==> config.mk <==
export PLATFORM = sky130hd
export DESIGN_NAME = adc_pixel_capture
export DESIGN_NICKNAME = d
export VERILOG_FILES = /design/src/rtl/adc_pixel_capture_pkg.sv /design/src/rtl/adc_pixel_capture_pixel_fifo.sv /design/src/rtl/adc_pixel_capture.sv
export SDC_FILE = /design/constraint.sdc
export NUM_CORES = 1
export LEC_CHECK = 0
export CAP_MARGIN = 30
export CORE_MARGIN = 2
export CORE_UTILIZATION = 55
export DETAILED_ROUTE_END_ITERATION = 10
export HOLD_SLACK_MARGIN = 0.08
export PLACE_DENSITY = 0.76
export SLEW_MARGIN = 20
export SYNTH_ARGS = -nofsm -noshare
export SYNTH_HDL_FRONTEND = slang
export SYNTH_SLANG_ARGS = --single-unit
==> constraint.sdc <==
create_clock -name i_clock -period 5.65 [get_ports i_clock]
set_input_delay 0.8475 -clock i_clock [delete_from_list [all_inputs] [get_ports i_clock]]
set_output_delay 0.8475 -clock i_clock [all_outputs]
set_load 0.02 [all_outputs]
==> src/rtl/adc_pixel_capture_pkg.sv <==
// rtl/adc_pixel_capture_pkg.sv - shared defaults and FSM encoding for the ADC pixel capture block
package adc_pixel_capture_pkg;

  localparam int ADC_BITS_DEFAULT   = 12;
  localparam int NUM_PIXELS_DEFAULT = 2048;
  localparam int IDX_W_DEFAULT      = $clog2(NUM_PIXELS_DEFAULT);

  typedef enum logic [1:0] {
    ST_IDLE    = 2'd0,
    ST_FILL    = 2'd1,
    ST_CAPTURE = 2'd2,
    ST_DONE    = 2'd3
  } cap_state_t;

endpackage

==> src/rtl/adc_pixel_capture_pixel_fifo.sv <==
// rtl/adc_pixel_capture_pixel_fifo.sv - small synchronous FIFO with occupancy output and flush
module pixel_fifo #(
  parameter int WIDTH = 15,
  parameter int DEPTH = 4
) (
  input  logic                       i_clock,
  input  logic                       i_reset_n,
  input  logic                       i_flush,
  input  logic                       i_push,
  input  logic [WIDTH-1:0]           i_push_data,
  input  logic                       i_pop,
  output logic [WIDTH-1:0]           o_head_data,
  output logic [$clog2(DEPTH):0]     o_level,
  output logic                       o_full,
  output logic                       o_empty
);
  localparam int PTR_W = $clog2(DEPTH);
  localparam int LVL_W = PTR_W + 1;

  logic [WIDTH-1:0] mem [DEPTH];
  logic [PTR_W-1:0] wr_ptr;
  logic [PTR_W-1:0] rd_ptr;
  logic [LVL_W-1:0] level;
  logic             do_push;
  logic             do_pop;

  assign o_full      = (level == LVL_W'(DEPTH));
  assign o_empty     = (level == '0);
  assign o_level     = level;
  assign o_head_data = mem[rd_ptr];
  // A push into a full FIFO is only taken when the head leaves in the same cycle.
  assign do_pop      = i_pop && !o_empty;
  assign do_push     = i_push && (!o_full || do_pop);

  // Pointer and occupancy tracking; flush empties the queue without touching storage.
  always_ff @(posedge i_clock or negedge i_reset_n) begin
    if (!i_reset_n) begin
      wr_ptr <= '0;
      rd_ptr <= '0;
      level  <= '0;
    end else if (i_flush) begin
      wr_ptr <= '0;
      rd_ptr <= '0;
      level  <= '0;
    end else begin
      if (do_push) wr_ptr <= wr_ptr + PTR_W'(1);
      if (do_pop)  rd_ptr <= rd_ptr + PTR_W'(1);
      case ({do_push, do_pop})
        2'b10:   level <= level + LVL_W'(1);
        2'b01:   level <= level - LVL_W'(1);
        default: level <= level;
      endcase
    end
  end

  // Entry storage; cleared on reset so the head reads zero until the first write.
  always_ff @(posedge i_clock or negedge i_reset_n) begin
    if (!i_reset_n) begin
      for (int i = 0; i < DEPTH; i++) mem[i] <= '0;
    end else if (do_push && !i_flush) begin
      mem[wr_ptr] <= i_push_data;
    end
  end

endmodule

==> src/rtl/adc_pixel_capture.sv <==
// rtl/adc_pixel_capture.sv - conversion-pulse edge detect, delayed data latch, line FSM and output FIFO
module adc_pixel_capture
  import adc_pixel_capture_pkg::*;
#(
  parameter int ADC_BITS         = ADC_BITS_DEFAULT,
  parameter int NUM_PIXELS       = NUM_PIXELS_DEFAULT,
  parameter int ADC_PIPE_LATENCY = 3,
  parameter int SAMPLE_DELAY     = 1,
  parameter int FIFO_DEPTH       = 4
) (
  input  logic                            i_clock,
  input  logic                            i_reset_n,
  input  logic                            i_enable,
  input  logic                            i_adc_start_conversion,
  input  logic [ADC_BITS-1:0]             i_adc_data,
  output logic [ADC_BITS-1:0]             o_pixel_data,
  output logic [$clog2(NUM_PIXELS)-1:0]   o_pixel_index,
  output logic                            o_pixel_valid,
  input  logic                            i_pixel_ready,
  output logic                            o_frame_start,
  output logic                            o_frame_done,
  output logic                            o_overrun,
  output logic [$clog2(FIFO_DEPTH):0]     o_fifo_level
);
  localparam int IDX_W  = $clog2(NUM_PIXELS);
  localparam int FILL_W = (ADC_PIPE_LATENCY > 1) ? $clog2(ADC_PIPE_LATENCY) : 1;
  localparam logic [FILL_W-1:0] FILL_LAST =
    FILL_W'((ADC_PIPE_LATENCY > 0) ? ADC_PIPE_LATENCY - 1 : 0);
  localparam logic [IDX_W-1:0]  IDX_LAST  = IDX_W'(NUM_PIXELS - 1);

  cap_state_t              state;
  logic                    start_d;
  logic                    rise;
  logic                    strobe;
  logic [SAMPLE_DELAY-1:0] dly;
  logic [SAMPLE_DELAY:0]   dly_next;
  logic [FILL_W-1:0]       fill_cnt;
  logic [IDX_W-1:0]        pixel_index;
  logic                    capture_strobe;
  logic                    pop;
  logic                    push_ok;
  logic                    fifo_full;
  logic                    fifo_empty;
  logic [ADC_BITS+IDX_W-1:0] fifo_head;

  assign rise     = i_adc_start_conversion && !start_d;
  // Each rise travels its own slot so closely spaced rises all produce a strobe.
  assign dly_next = {dly, rise};
  assign strobe   = dly[SAMPLE_DELAY-1];

  assign o_pixel_valid  = !fifo_empty;
  assign pop            = o_pixel_valid && i_pixel_ready;
  assign capture_strobe = strobe && i_enable && (state == ST_CAPTURE);
  // A full FIFO still accepts the sample when the consumer takes the head in the same cycle.
  assign push_ok        = capture_strobe && (!fifo_full || pop);

  assign o_pixel_data  = fifo_head[ADC_BITS-1:0];
  assign o_pixel_index = fifo_head[ADC_BITS +: IDX_W];

  // Previous level of the conversion line for rising-edge detection.
  always_ff @(posedge i_clock or negedge i_reset_n) begin
    if (!i_reset_n) start_d <= 1'b0;
    else            start_d <= i_adc_start_conversion;
  end

  // Rise-to-strobe delay line, emptied whenever the frame is disabled.
  always_ff @(posedge i_clock or negedge i_reset_n) begin
    if (!i_reset_n)     dly <= '0;
    else if (!i_enable) dly <= '0;
    else                dly <= dly_next[SAMPLE_DELAY-1:0];
  end

  // Line FSM: skip pipeline-fill strobes, index captured pixels, stop after the last one.
  always_ff @(posedge i_clock or negedge i_reset_n) begin
    if (!i_reset_n) begin
      state       <= ST_IDLE;
      fill_cnt    <= '0;
      pixel_index <= '0;
      o_frame_start <= 1'b0;
      o_frame_done  <= 1'b0;
      o_overrun     <= 1'b0;
    end else begin
      o_frame_start <= 1'b0;
      o_frame_done  <= 1'b0;
      if (!i_enable) begin
        state       <= ST_IDLE;
        fill_cnt    <= '0;
        pixel_index <= '0;
        o_overrun   <= 1'b0;
      end else begin
        case (state)
          ST_IDLE: begin
            state <= (ADC_PIPE_LATENCY == 0) ? ST_CAPTURE : ST_FILL;
          end
          ST_FILL: begin
            if (strobe) begin
              if (fill_cnt == FILL_LAST) state <= ST_CAPTURE;
              else                       fill_cnt <= fill_cnt + FILL_W'(1);
            end
          end
          ST_CAPTURE: begin
            if (strobe) begin
              if (push_ok && (pixel_index == '0)) o_frame_start <= 1'b1;
              if (!push_ok)                       o_overrun     <= 1'b1;
              // The index advances even on a drop so later pixels keep their position.
              if (pixel_index == IDX_LAST) begin
                state        <= ST_DONE;
                o_frame_done <= 1'b1;
              end else begin
                pixel_index <= pixel_index + IDX_W'(1);
              end
            end
          end
          ST_DONE: begin
            state <= ST_DONE;
          end
          default: begin
            state <= ST_IDLE;
          end
        endcase
      end
    end
  end

  pixel_fifo #(
    .WIDTH (ADC_BITS + IDX_W),
    .DEPTH (FIFO_DEPTH)
  ) u_pixel_fifo (
    .i_clock     (i_clock),
    .i_reset_n   (i_reset_n),
    .i_flush     (!i_enable),
    .i_push      (push_ok),
    .i_push_data ({pixel_index, i_adc_data}),
    .i_pop       (pop),
    .o_head_data (fifo_head),
    .o_level     (o_fifo_level),
    .o_full      (fifo_full),
    .o_empty     (fifo_empty)
  );

endmodule
After elaboration in Yosys (flattened, before gate mapping)
Cells that the tools add are included.
- register bits: 119
- input port bits: 17
- output and inout port bits: 30
- word-level logic and storage cells: 108
- $add $sub $neg: 6
- order comparisons: 3
- equal/unequal tests: 21
- muxes and demuxes: 39
- bitwise logic cells: 2
- reduce and logical (&&, ||, !) cells: 22
- operator list (cell ; number):
    $bwmux W92 ; 1
    $mux W23 ; 3
    $bmux W23 S2 ; 1
    $demux W23 S2 ; 1
    $mux W11 ; 4
    $mux W2 ; 13
    $mux W1 ; 13
    $add A11 B1 Y11 const B ; 1
    $eq A11 B11 Y1 const B ; 1
    $logic_not A11 Y1 ; 1
    $logic_and A1 B1 Y1 ; 10
    $ne A2 B1 Y1 const B ; 5
    $ne A3 B3 Y1 const B ; 3
    $reduce_and A3 Y1 ; 3
    $eq A2 B2 Y1 const B ; 4
    $pmux W2 S4 ; 1
    $add A2 B1 Y2 const B ; 3
    $ge A3 B3 Y1 const B ; 2
    $ne A2 B2 Y1 const B ; 3
    $not A2 Y3 ; 2
    $pmux W3 S2 ; 1
    $eq A2 B1 Y1 const B ; 2
    $reduce_and A4 Y1 ; 1
    $add A3 B1 Y3 const B ; 1
    other kinds (10) ; 13

Longest topological paths before layout
- depth after elaboration: 10
- depth in mapped cells: 8
- depth with buffers taken out: 7

Hierarchy
From an unflattened synthesis, not the netlist that was laid out.
- cell total of the unflattened synthesis: 390
- area total of the unflattened synthesis: 5977.0 um^2
- modules (own cells, without submodules) (module ; times used ; cells an instance ; area each (um^2) ; sequential area each (um^2)):
    pixel_fifo ; 1 ; 286 ; 4963.5 ; 2477.4
    adc_pixel_capture ; 1 ; 104 ; 1013.5 ; 500.5

Worst setup path before layout
No wires, ideal clock.
- path type: register to register
- start point: register u_pixel_fifo.level[1], in the netlist u_pixel_fifo.o_level[1]
- end point: register u_pixel_fifo.level[2], in the netlist u_pixel_fifo.o_level[2]
- library setup time: 0.082 ns
- arrival time: 2.295 ns
- data required time: 5.568 ns
- path slack: 3.273 ns
- stages on the path, launching flop included: 9
- path buffers: 1
- period minus slack after synthesis: 2.377 ns
- cells stage by stage: dfrtp_1 buf_2 or3_1 nand2_1 a21oi_1 fa_1 nor4_1 o21ai_0 a31oi_1
- cells in the longest elaborated chain, start to end: 9
- elaborated cells between the ends (all ways): 17
- classes of those cells: add/sub (2); eq/ne (4); mux (2); reduce/logical (9)
- ends and longest elaborated chain (item ; line ; source):
    start, declared ; adc_pixel_capture_pixel_fifo.sv:23 ; logic [LVL_W-1:0] level;
    start signal, assigned ; adc_pixel_capture_pixel_fifo.sv:49 ; 2'b10: level <= level + LVL_W'(1);
    start signal, assigned ; adc_pixel_capture_pixel_fifo.sv:50 ; 2'b01: level <= level - LVL_W'(1);
    start signal, assigned ; adc_pixel_capture_pixel_fifo.sv:51 ; default: level <= level;
    $logic_not A3 Y1 * ; adc_pixel_capture_pixel_fifo.sv:28 ; assign o_empty = (level == '0);
    $logic_not A1 Y1 * ; adc_pixel_capture.sv:51 ; assign o_pixel_valid = !fifo_empty;
    named net o_pixel_valid ; adc_pixel_capture.sv:18 ; output logic o_pixel_valid,
    $logic_and A1 B1 Y1 ; adc_pixel_capture.sv:52 ; assign pop = o_pixel_valid && i_pixel_ready;
    $logic_or A1 B1 Y1 / $logic_and A1 B1 Y1 (equally long branches) ; adc_pixel_capture.sv:55, adc_pixel_capture_pixel_fifo.sv:32 ;
    $logic_and A1 B1 Y1 / $logic_or A1 B1 Y1 (equally long branches) ; adc_pixel_capture.sv:55, adc_pixel_capture_pixel_fifo.sv:33 ;
    $logic_and A1 B1 Y1 ; adc_pixel_capture_pixel_fifo.sv:33 ; assign do_push = i_push && (!o_full || do_pop);
    $eq A2 B1 Y1 / $eq A2 B2 Y1 (equally long branches) ; adc_pixel_capture_pixel_fifo.sv:48 ; case ({do_push, do_pop})
    $pmux W3 S2 ; adc_pixel_capture_pixel_fifo.sv:48 ;
    $mux W3 ; adc_pixel_capture_pixel_fifo.sv:41 ; end else if (i_flush) begin
The timed path passes the listed nets; every way through them passes the cells marked *.
A chain may end at the register's enable or synchronous reset.

Final worst setup path
- start point: register u_pixel_fifo.rd_ptr[0]
- end point: output port o_pixel_data[3]
- cells in the longest elaborated chain, start to end: 4
- ends and longest elaborated chain (item ; line ; source):
    start, declared ; adc_pixel_capture_pixel_fifo.sv:22 ; logic [PTR_W-1:0] rd_ptr;
    start signal, assigned ; adc_pixel_capture_pixel_fifo.sv:47 ; if (do_pop) rd_ptr <= rd_ptr + PTR_W'(1);
    $not A2 Y3 (implied by the code) ; adc_pixel_capture_pixel_fifo.sv:30 ; assign o_head_data = mem[rd_ptr];
    $bmux W23 S2 ; adc_pixel_capture_pixel_fifo.sv:30 ;
    $mux W23 (implied by the code) (2 in series) ; adc_pixel_capture_pixel_fifo.sv:30 ;
    end, declared ; adc_pixel_capture.sv:16 ; output logic [ADC_BITS-1:0] o_pixel_data,
Every way passes these cells. The select of a mux whose other input is x is not followed.

==> flow_metrics.tcl <==
set metrics [dict create \
    wirelength_um 11900 \
    port_buffers 46 \
    whs_ns 0.261 \
    synth_edf_count 0 \
    h-tree-depth 4 \
    synth_nets 420 \
    async_flop_share_pct 100 \
    critPathMaxFanout 13 \
    area_growth_pct 19.1 \
    maxCapViolations 0 \
    fin_skew_ns 0.0115 \
    cp-start-kind "register" \
    ios 47 \
    avgViaCountPerCell 5.90 \
    hold_path.class "in -> async" \
    die_area_um2 11600 \
    start_util_pct 57.1 \
    period_needed_ns 3.72 \
    crit_arrival_ns 2.87 \
    layout_commonest_cell "dfrtp_1" \
    antenna_found_initial 0 \
    cts.sinks 119 \
    diodes 0 \
    slew_headroom_pct 48.5 \
    crit_type "reg -> out" \
    worst_slew_pin_slew_ns 0.773 \
    layout_common_cells "119 x dfrtp_1, 80 x mux2_4, 45 x clkdlybuf4s50_1" \
    layout.nets 460 \
    num_vias 3446 \
    powerDensity_nw_per_um2 296 \
    layout.cells.non_filler 584 \
    cts_max_path_buffers 2 \
    fp.dieW_um 108 \
    root_buffer "clkbuf_8" \
    clk_pin_slew_ns 0.06 \
    num_rows 37 \
    cts_hold_buf 0 \
    slew_viol_final 0 \
    core_um2 10400 \
    grt_pass1_vias 3758 \
    max_freq_mhz 269 \
    grt_pass1_wl_um 20100 \
    crit_path_end_kind "primary output" \
    leakagePower_nw 3.45 \
    drt_iter0_markers 159 \
    layout_worst_path_cycle_share_pct 65.8 \
    firstDrtPassIters 4 \
    status "finished, final reports clean" \
    fin_util_pct 68.0 \
    gp_congestion 0.769 \
    numCtsBuffers 17 \
    dpl.hpwl_um 7080 \
    ys.flop_type "dfrtp_1" \
    ys_ff_latch 119 \
    yosys_warnings 0 \
    hold_violations 0 \
    chipHeight_um 108 \
    required_ns 4.80 \
    wl_per_cell_um 20.4 \
    drive_above_1_share_pct 35.5 \
    rsz0062_at_grt "false" \
    drtAntennaViolNets 0 \
    setup_viol_count_final 0 \
    cts_tree "yes" \
    cts_resized 0 \
    dp.cells 552 \
    yosysSeqAreaShare_pct 50.3 \
    synth_area_per_cell_um2 15.0 \
    yosysUniqueCellTypes 47 \
    drc_errors 0 \
    synthesis.area_um2 5920 \
    grt_overflow 0 \
    fin_tns_setup_ns 0 \
    grt_usage_pct 22.8 \
    peakVddDrop_mv 0.250 \
    cts_setup_buffers 0 \
    syn_inst 395 \
    grt_max_degree 55 \
    clock_latency_ns 0.51 \
]
## cells by family (layout without fill, tap and decap cells)
group	after synthesis	in the layout	synth area share (%)
fa+ha+maj	8	8	1.82
compound gates	33	33	3.83
buf+inv	39	92	3.83
flops	119	119	50.3
mux	116	116	31.5
xor+xnor	10	10	1.48
simple gates	70	70	7.23
## cells in the mapped netlist (all sizes together), types with 2 or more instances
master,n,area share (%)
nor4,5,0.53
xnor2,6,0.89
nand3b,2,0.25
mux4,23,8.8
nor3b,3,0.38
nor3,3,0.25
and3,2,0.21
o21ai,8,0.68
nor2,18,1.3
a31oi,2,0.21
o31ai,4,0.74
nand2,13,1.3
nand4,2,0.32
dfrtp,119,50
inv,10,0.63
buf,21,2.7
or4,4,0.51
a41oi,2,0.30
mux2,92,23
or3,2,0.21
and2,3,0.32
ha,7,1.5
a21oi,8,0.68
o211ai,3,0.38
xor2,4,0.59
clkbuf,8,0.53
nand3,10,0.85
## power breakdown
group	internal (mW)	switching (mW)	total (mW)
logic	0.0434	0.0481	0.0915
registers	0.860	0.0118	0.872
clock network	0.741	0.384	1.12
## routing by layer
layer / vias up / wire length [um] / GRT usage, %
met2: 71 / 5920 / 36.7
li1: 1517 / - / -
met5: - / 0 / 0
met3: 8 / 463 / 5.93
met4: 0 / 119 / 6.14
met1: 1850 / 5420 / 31.0
## sequential cells by signal (all words and copies together), names as in the netlist
signal / cells
dly: 1
fill_cnt: 2
o_frame_done: 1
o_frame_start: 1
o_overrun: 1
pixel_index: 11
start_d: 1
state: 2
u_pixel_fifo.mem: 92
u_pixel_fifo.o_level: 3
u_pixel_fifo.rd_ptr: 2
u_pixel_fifo.wr_ptr: 2
## critical path: stages (launching register included)
cell             delay [ns]
dfrtp_1                0.84
buf_4                  0.42
mux4_2                 0.55
clkdlybuf4s50_1        0.55
## cell type report
| type | count | area [um2] |
|---|---|---|
| tap | 136 | 170 |
| inverter | 10 | 37.5 |
| fill | 705 | 3320 |
| timing repair buffer | 50 | 528 |
| clock inverter | 11 | 173 |
| multi-input combinational | 237 | 2710 |
| sequential | 119 | 2980 |
| clock buffer | 21 | 449 |
## stage by stage
step                      power [mW]  setup WS [ns]  cell area (um2)
after floorplan                0.926           3.27             5920
after global placement         0.974           2.45             6370
after detailed placement       0.979           2.41             6430
after CTS                       2.11           1.85             7050
after global routing            2.15           1.73             7050
final                           2.09           1.93             7050
## path summary, 6_finish.rpt
| path | cells after the start | slack, ns | end | startpoint |
|---|---|---|---|---|
| max in group asynchronous | 3 | 4.27 | dly | i_reset_n |
| setup reg to reg | 7 | 3.27 | u_pixel_fifo.o_level[2] | u_pixel_fifo.o_level[0] |
| hold / removal | 1 | 0.26 | u_pixel_fifo.mem[73] | i_reset_n |
| hold reg to reg | 1 | 0.40 | dly | start_d |
| min in group i_clock | 1 | 0.40 | dly | start_d |
| setup / recovery | 3 | 1.93 | o_pixel_data[3] | u_pixel_fifo.rd_ptr[0] |
No activity file was read; power rests on OpenSTA's default activity.
